`config.mk`:
```
export PLATFORM = sky130hd
export DESIGN_NAME = hex_entry
export DESIGN_NICKNAME = d
export VERILOG_FILES = /design/src/rtl/hex_entry.sv
export SDC_FILE = /design/constraint.sdc
export NUM_CORES = 1
export LEC_CHECK = 0
export CELL_PAD_IN_SITES_DETAIL_PLACEMENT = 0
export CELL_PAD_IN_SITES_GLOBAL_PLACEMENT = 1
export CORE_MARGIN = 8
export CORE_UTILIZATION = 28
export DETAILED_ROUTE_END_ITERATION = 8
export PLACE_DENSITY_LB_ADDON = 0.1
export SETUP_SLACK_MARGIN = 0.2
export SLEW_MARGIN = 30
export SYNTH_ARGS = -nofsm -noshare
export SYNTH_HDL_FRONTEND = slang
export SYNTH_SLANG_ARGS = --single-unit
```
`constraint.sdc`:
```
create_clock -name clk -period 3.36 [get_ports clk]
set_input_delay 0.336 -clock clk [delete_from_list [all_inputs] [get_ports clk]]
set_output_delay 0.336 -clock clk [all_outputs]
set_load 0.01 [all_outputs]
```
`src/rtl/hex_entry.sv`:
```
// hex_entry: turns debounced push-button levels into edits of a 32-bit hex word.
//
// Ports:
//   clk          system clock, all logic on the rising edge
//   rst_n        asynchronous active-low reset, released synchronously upstream
//   btn_left     move cursor one digit toward digit 7 (7 wraps to 0)
//   btn_right    move cursor one digit toward digit 0 (0 wraps to 7)
//   btn_up       increment nibble under cursor, modulo 16
//   btn_down     decrement nibble under cursor, modulo 16
//   btn_load     copy the edit word to value, pulse value_valid
//   btn_clr      clear the edit word and the cursor
//   num          edit word, feeds the seven-segment multiplexer
//   value        committed word
//   value_valid  one-cycle pulse when value is updated
//   cursor       index of the nibble being edited (0 = num[3:0])
//
// Build option: define AUTO_REPEAT_EN to add hold-to-repeat on btn_up/btn_down.
module hex_entry #(
    parameter logic [31:0] INIT_VALUE   = 32'h0000_0000,
    parameter int unsigned REPEAT_DELAY = 25_000_000,
    parameter int unsigned REPEAT_RATE  = 5_000_000
) (
    input  logic        clk,
    input  logic        rst_n,
    input  logic        btn_left,
    input  logic        btn_right,
    input  logic        btn_up,
    input  logic        btn_down,
    input  logic        btn_load,
    input  logic        btn_clr,
    output logic [31:0] num,
    output logic [31:0] value,
    output logic        value_valid,
    output logic [2:0]  cursor
);

    if (REPEAT_DELAY == 0 || REPEAT_RATE == 0) begin : g_bad_cfg
        $error("hex_entry: REPEAT_DELAY and REPEAT_RATE must be non-zero");
    end

    // Bit order: {clr, load, down, up, right, left}
    logic [5:0] btn_raw;
    logic [5:0] sync1_q, sync2_q, prev_q;
    logic [5:0] btn_edge;

    assign btn_raw = {btn_clr, btn_load, btn_down, btn_up, btn_right, btn_left};

    // Reset to 1 so a button held through reset must be released and pressed again.
    always_ff @(posedge clk or negedge rst_n) begin
        if (!rst_n) begin
            sync1_q <= '1;
            sync2_q <= '1;
            prev_q  <= '1;
        end else begin
            sync1_q <= btn_raw;
            sync2_q <= sync1_q;
            prev_q  <= sync2_q;
        end
    end

    assign btn_edge = sync2_q & ~prev_q;

    logic rep_step;
    logic rep_up;

`ifdef AUTO_REPEAT_EN
    localparam int unsigned CntMax = (REPEAT_DELAY > REPEAT_RATE) ? REPEAT_DELAY : REPEAT_RATE;
    localparam int unsigned CntW   = (CntMax > 1) ? $clog2(CntMax) : 1;

    typedef enum logic [1:0] {StIdle, StHold, StRepeat} rep_state_e;

    rep_state_e      rep_q, rep_d;
    logic            dir_up_q, dir_up_d;
    logic [CntW-1:0] cnt_q, cnt_d, cnt_lim;
    logic            hi_pri, held, opposite;

    // Any edge that owns the cycle ahead of up/down.
    assign hi_pri   = btn_edge[5] | btn_edge[4] | btn_edge[1] | btn_edge[0];
    assign held     = dir_up_q ? sync2_q[2] : sync2_q[3];
    assign opposite = dir_up_q ? sync2_q[3] : sync2_q[2];
    assign cnt_lim  = (rep_q == StHold) ? CntW'(REPEAT_DELAY - 1) : CntW'(REPEAT_RATE - 1);

    always_comb begin
        rep_d    = rep_q;
        dir_up_d = dir_up_q;
        cnt_d    = cnt_q;
        rep_step = 1'b0;
        unique case (rep_q)
            StIdle: begin
                // Arm only when the edge step itself was applied.
                if (!hi_pri && (btn_edge[2] ^ btn_edge[3])) begin
                    rep_d    = StHold;
                    dir_up_d = btn_edge[2];
                    cnt_d    = '0;
                end
            end
            StHold, StRepeat: begin
                if (!held || opposite || btn_edge[5]) begin
                    rep_d = StIdle;
                    cnt_d = '0;
                end else if (cnt_q == cnt_lim) begin
                    // Step may be dropped by a higher-priority edge; counter clears regardless.
                    rep_step = 1'b1;
                    cnt_d    = '0;
                    rep_d    = StRepeat;
                end else begin
                    cnt_d = cnt_q + CntW'(1);
                end
            end
            default: begin
                rep_d = StIdle;
                cnt_d = '0;
            end
        endcase
    end

    always_ff @(posedge clk or negedge rst_n) begin
        if (!rst_n) begin
            rep_q    <= StIdle;
            dir_up_q <= 1'b0;
            cnt_q    <= '0;
        end else begin
            rep_q    <= rep_d;
            dir_up_q <= dir_up_d;
            cnt_q    <= cnt_d;
        end
    end

    assign rep_up = dir_up_q;
`else
    assign rep_step = 1'b0;
    assign rep_up   = 1'b0;
`endif

    logic [31:0] num_q, num_d;
    logic [31:0] value_q, value_d;
    logic        valid_q, valid_d;
    logic [2:0]  cursor_q, cursor_d;
    logic [3:0]  nib;

    // One action per cycle; lower-priority edges in the same cycle are discarded.
    always_comb begin
        num_d    = num_q;
        value_d  = value_q;
        valid_d  = 1'b0;
        cursor_d = cursor_q;
        nib      = num_q[{cursor_q, 2'b00} +: 4];
        if (btn_edge[5]) begin
            num_d    = '0;
            cursor_d = '0;
        end else if (btn_edge[4]) begin
            value_d = num_q;
            valid_d = 1'b1;
        end else if (btn_edge[0] | btn_edge[1]) begin
            if (btn_edge[0] && !btn_edge[1]) begin
                cursor_d = cursor_q + 3'd1;
            end else if (btn_edge[1] && !btn_edge[0]) begin
                cursor_d = cursor_q - 3'd1;
            end
        end else if (btn_edge[2] | btn_edge[3]) begin
            if (btn_edge[2] && !btn_edge[3]) begin
                num_d[{cursor_q, 2'b00} +: 4] = nib + 4'd1;
            end else if (btn_edge[3] && !btn_edge[2]) begin
                num_d[{cursor_q, 2'b00} +: 4] = nib - 4'd1;
            end
        end else if (rep_step) begin
            num_d[{cursor_q, 2'b00} +: 4] = rep_up ? nib + 4'd1 : nib - 4'd1;
        end
    end

    always_ff @(posedge clk or negedge rst_n) begin
        if (!rst_n) begin
            num_q    <= INIT_VALUE;
            value_q  <= INIT_VALUE;
            valid_q  <= 1'b0;
            cursor_q <= '0;
        end else begin
            num_q    <= num_d;
            value_q  <= value_d;
            valid_q  <= valid_d;
            cursor_q <= cursor_d;
        end
    end

    assign num         = num_q;
    assign value       = value_q;
    assign value_valid = valid_q;
    assign cursor      = cursor_q;

endmodule

```
=== After elaboration in Yosys (flattened, before gate mapping) ===
Cells that the tools add are included.

* Bits of input ports: 8
* Register bits after elaboration: 86
* Output and inout bits: 68
* Word-level logic and storage cells: 53

* Bitwise operators: 5
* Reduce and logical (&&, ||, !) cells: 15
* Mux-type cells: 15
* Eq/ne operators: 2
* Shift-type cells: 4
* Add/subtract/negate cells: 5

{| class="wikitable"
|+ Operators by type and width
! kind !! count
|-
| two-way mux 32 bit || 6
|-
| bitwise mux 32 bit || 2
|-
| indexed part select 4 x 7 -> 32 bit || 2
|-
| variable shift 4 x 7 -> 32 bit, first input constant || 1
|-
| indexed part select 32 x 6 -> 4 bit || 1
|-
| two-way mux 3 bit || 5
|-
| negation 5 -> 7 bit || 1
|-
| AND 6 bit || 1
|-
| NOT 6 bit || 1
|-
| nonzero test 3 bit || 2
|-
| adder 4 x 1 -> 4 bit, second input constant || 1
|-
| logical AND 1 bit || 4
|-
| logical NOT 1 bit || 4
|-
| AND reduction 4 bit || 1
|-
| nonzero test 2 bit || 2
|-
| subtractor 4 x 1 -> 4 bit, second input constant || 1
|-
| adder 3 x 1 -> 3 bit, second input constant || 1
|-
| AND reduction 3 bit || 1
|-
| subtractor 3 x 1 -> 3 bit, second input constant || 1
|-
| two-way mux 1 bit || 2
|-
| inequality test 2 x 1 -> 1 bit, second input constant || 1
|-
| inequality test 2 bit, second input constant || 1
|-
| OR 1 bit || 2
|-
| AND reduction 2 bit || 1
|-
| NOT 1 bit || 1
|}

=== Logic depth before layout (Yosys ltp) ===
* Depth in word-level cells: 10
* Gate-level depth with buffers: 10
* Gate-level depth less buffers: 8

=== Worst setup path before layout ===
OpenSTA, ideal clock, no wires.

* Path type: reg2reg
* Start: register cursor_q[0], in the netlist cursor[0]
* End: register num_q[18], in the netlist num[18]
* Setup time: 94 ps
* Path buffers: 2
* Path slack: 609 ps
* Stages on the path, launching flop included: 11
* Clock period less this slack: 2,751 ps
* Data arrival time: 2,657 ps
* Data required time: 3,266 ps
* Cell sequence: dfrtp_1 -> buf_6 -> mux4_2 -> mux2i_1 -> clkbuf_1 -> inv_1 -> ha_1 -> and3_1 -> nor3_1 -> nor2_1 -> a211oi_1

* Cells in the longest elaborated chain, start to end: 10
* Elaborated cells on any way between the ends: 15
* Those cells by class: 3 x add/sub; 4 x shift; 8 x mux

{| class="wikitable"
|+ RTL lines
! element !! RTL line !! text
|-
| from (decl) || 138 || <nowiki>logic [2:0] cursor_q, cursor_d;</nowiki>
|-
| from (signal assigned) || 181 || <nowiki>cursor_q <= cursor_d;</nowiki>
|-
| indexed part select 32 x 6 -> 4 bit || 147 || <nowiki>nib = num_q[{cursor_q, 2'b00} +: 4];</nowiki>
|-
| subtractor 4 x 1 -> 4 bit || n/a ||
|-
| indexed part select 4 x 7 -> 32 bit || n/a ||
|-
| bitwise mux 32 bit || n/a ||
|-
| two-way mux 32 bit || 163 || <nowiki>end else if (btn_edge[3] && !btn_edge[2]) begin</nowiki>
|-
| two-way mux 32 bit * || 161 || <nowiki>if (btn_edge[2] && !btn_edge[3]) begin</nowiki>
|-
| two-way mux 32 bit * || 160 || <nowiki>end else if (btn_edge[2] | btn_edge[3]) begin</nowiki>
|-
| two-way mux 32 bit * || 154 || <nowiki>end else if (btn_edge[0] | btn_edge[1]) begin</nowiki>
|-
| two-way mux 32 bit * || 151 || <nowiki>end else if (btn_edge[4]) begin</nowiki>
|-
| two-way mux 32 bit * || 148 || <nowiki>if (btn_edge[5]) begin</nowiki>
|-
| to (signal assigned) || 178 || <nowiki>num_q <= num_d;</nowiki>
|-
| to (decl) || 135 || <nowiki>logic [31:0] num_q, num_d;</nowiki>
|}

Every way passes the cells marked *; elsewhere a longest branch is shown, timed or not. The select of a mux whose other input is x is not followed.
A chain may end at the register's enable or synchronous reset.

=== Worst setup path in the final report ===
* Start: register cursor_q[0], in the netlist cursor[0]
* End: register num_q[2], in the netlist num[2]

Same word-level chain as after synthesis.

==> qor.yml <==
postCtsSetupBuffers: 0
hold_class: "in -> async"
p_per_area_nw_per_um2: 532
syn_avg_cell_area_um2: 12.6
grt_usage: 0.131
rsz0062_at_grt: "false"
multi_input_area_um2: 1680
core-area_um2: 14300
drv_cap: 0
vias: 2859
dpl.hpwl_um: 8040
syn_to_final_growth_pct: 31.0
final_cell_area_um2: 5270
final-setup-viol-count: 0
path_delay_family: "simple AND/OR/NAND/NOR gates"
final_common_cell: "clkdlybuf4s50_1"
worstPathRequired_ns: 3.61
clk_latency_ns: 0.34
die_y_um: 136
clockRootBuffer: "clkbuf_16"
final_cells: 587
fmax_mhz: 359
hold_buffers: 0
clock_sinks: 86
ys_seq_area_frac: 0.540
grt_antenna_before_repair: 0
clockBufferDepth: 2
nFillCells: 1451
rows: 44
overflow: 0
slew_headroom: 0.509
num-nets-final: 414
register_area_um2: 2180
mostFrequentLayoutCells: "74 x clkdlybuf4s50_1, 67 x dfrtp_1, 26 x mux2_2"
grt_pass1_vias: 3059
crit_type: "reg -> reg"
status: "finished clean"
cts_tree: "done"
setup_tns_ns: 0
drive_gt1_frac: 0.251
grt_pass1_wl_um: 18300
yosys_register_bits: 86
wl_um: 11300
setup.worst_path.end_class: "flop"
synth_nets: 335
syn_area_um2: 4020
grt_start_max_net_pins: 79
drc: 0
antenna_cells: 0
hold_ws_ns: 0.0182
viasPerCell: 4.87
clkTransAtPathRegs_ns: 0.06
crit_arrival_ns: 3.04
worst_path_largest_cell_delay_ns: 0.55
critical_path_cell_count: 9
synth_top_cell_area_share: 0.423
path_cells: "mux4_2, mux2i_1, buf_4, inv_1, ha_1, and3_1, nor3_1, nor2_1, a211oi_1"
dr.pass1.iters: 4
ir_drop_v: 0.000252
gp_congestion: 0.772
die_w_um: 136
ys_async_sr_fraction: 1.00
ios: 76
synth_ff_type: "dfrtp_1"
start_util: 0.281
port_buffers: 75
dieArea_um2: 18500
synthCells: 319
ff2ff_path_depth: 9
fin_util: 0.368
hold_viol_final: 0
tightest_slew_ns: 0.732
critPathLaunchType: "flop"
synth.area.top_cells: "dfrtp_1 42%, dfstp_2 12%, mux2_2 7.3%"
p_leak_uw: 0.00225
fin_crit_sh: 0.829
fin_worst_skew_ns: 0.00662
post_dp_cell_area_um2: 5000
numPlacedInstances: 571
synth.distinct_cells: 50
synth_edf_count: 0
path_buf_inv: 2
finalMaxSlewViolations: 0
cts_buffers: 9
synth-warning-count: 0
wl_per_cell_um: 19.2
htreeDepth: 3
slowest_stage: "mux4_2"
detail-route-antenna-nets: 0
cp_max_fo: 7
synth_top_area_cell: "dfrtp_1"
initialDrtViolationCount: 305
fin_crit_ns: 2.78
==> report_power, final <==
group | switching [uW] | internal, uW | leakage (uW)
logic | 377 | 324 | 0.000987
registers | 75.3 | 1110 | 0.00113
clock network | 417 | 498 | 0.000126
==> per-layer routing <==
metal / vias to the layer above / global-route usage / wire, um
li1: 1331 / - / -
met1: 1431 / 0.180 / 5340
met2: 81 / 0.186 / 4990
met3: 16 / 0.0358 / 718
met4: 0 / 0.0610 / 214
met5: - / 0 / 0
==> cell usage after synthesis (2+ instances only) <==
| library cell | n |
|---|---|
| xnor2_1 | 3 |
| a32oi_1 | 8 |
| clkbuf_1 | 12 |
| buf_6 | 4 |
| a22o_1 | 6 |
| mux2i_1 | 5 |
| o221a_2 | 3 |
| a21oi_1 | 7 |
| and3_1 | 8 |
| ha_1 | 7 |
| inv_1 | 12 |
| nand2b_1 | 3 |
| nand2_1 | 15 |
| mux4_2 | 8 |
| a211oi_1 | 5 |
| a31o_1 | 2 |
| a2111oi_2 | 4 |
| and2_1 | 2 |
| nor3b_1 | 4 |
| nor2_1 | 22 |
| xor2_1 | 2 |
| o211a_1 | 2 |
| dfrtp_1 | 68 |
| nand3_1 | 5 |
| o211ai_1 | 4 |
| buf_2 | 5 |
| nor2b_1 | 5 |
| a22oi_1 | 4 |
| o21ai_0 | 8 |
| nor3_1 | 4 |
| or3_1 | 3 |
| nor4_2 | 5 |
| nor4b_1 | 3 |
| and4_1 | 3 |
| mux2_2 | 26 |
| dfstp_2 | 18 |
==> registers in the layout, indices dropped and copies added, names as in the netlist <==
| name | flops |
|---|---|
| sync2_q | 6 |
| sync1_q | 6 |
| cursor | 3 |
| value | 32 |
| prev_q | 6 |
| num | 32 |
| value_valid | 1 |
==> kinds of logic (layout without fill, tap and decap cells) <==
group | Yosys count | after routing | synth area share
buffers and inverters | 35 | 119 | 0.0417
adders and majority gates | 8 | 8 | 0.0267
DFF | 86 | 86 | 0.540
AOI/OAI and AO/OA | 57 | 57 | 0.115
muxes | 41 | 41 | 0.139
and+or+nand+nor | 87 | 87 | 0.127
xor gates and xnor gates | 5 | 5 | 0.0109
==> cell type report <==
class / instances / share of cell area
flip-flops and latches: 86 / 0.413
multi-input cells: 198 / 0.320
well taps: 184 / 0.0437
repair buffers: 90 / 0.164
clock buffers: 10 / 0.0434
clock inverters: 6 / 0.00712
inverters: 13 / 0.00926
==> timing repair <==
action,CTS,global route
resized for setup,0,1
endpoints found under the hold margin,0,0
endpoints found under the setup margin,0,6
==> final timing paths <==
path                       slack, ns        from    endpoint
setup / recovery                0.58   cursor[0]      num[2]
hold / removal                  0.02       rst_n   value[29]
setup reg to reg                0.58   cursor[0]      num[2]
hold reg to reg                 0.35  sync1_q[2]  sync2_q[2]
max in group asynchronous       2.66       rst_n  sync2_q[0]
min in group clk                0.35  sync1_q[2]  sync2_q[2]
==> per-stage QoR <==
step | worst slack, ns | power (uW)
floorplan | 0.609 | 1640
global placement | 0.454 | 1910
detailed placement | 0.411 | 1910
CTS | 0.396 | 2850
global route | 0.306 | 2960
finish | 0.576 | 2800
Power figures use the tool's default switching activity.
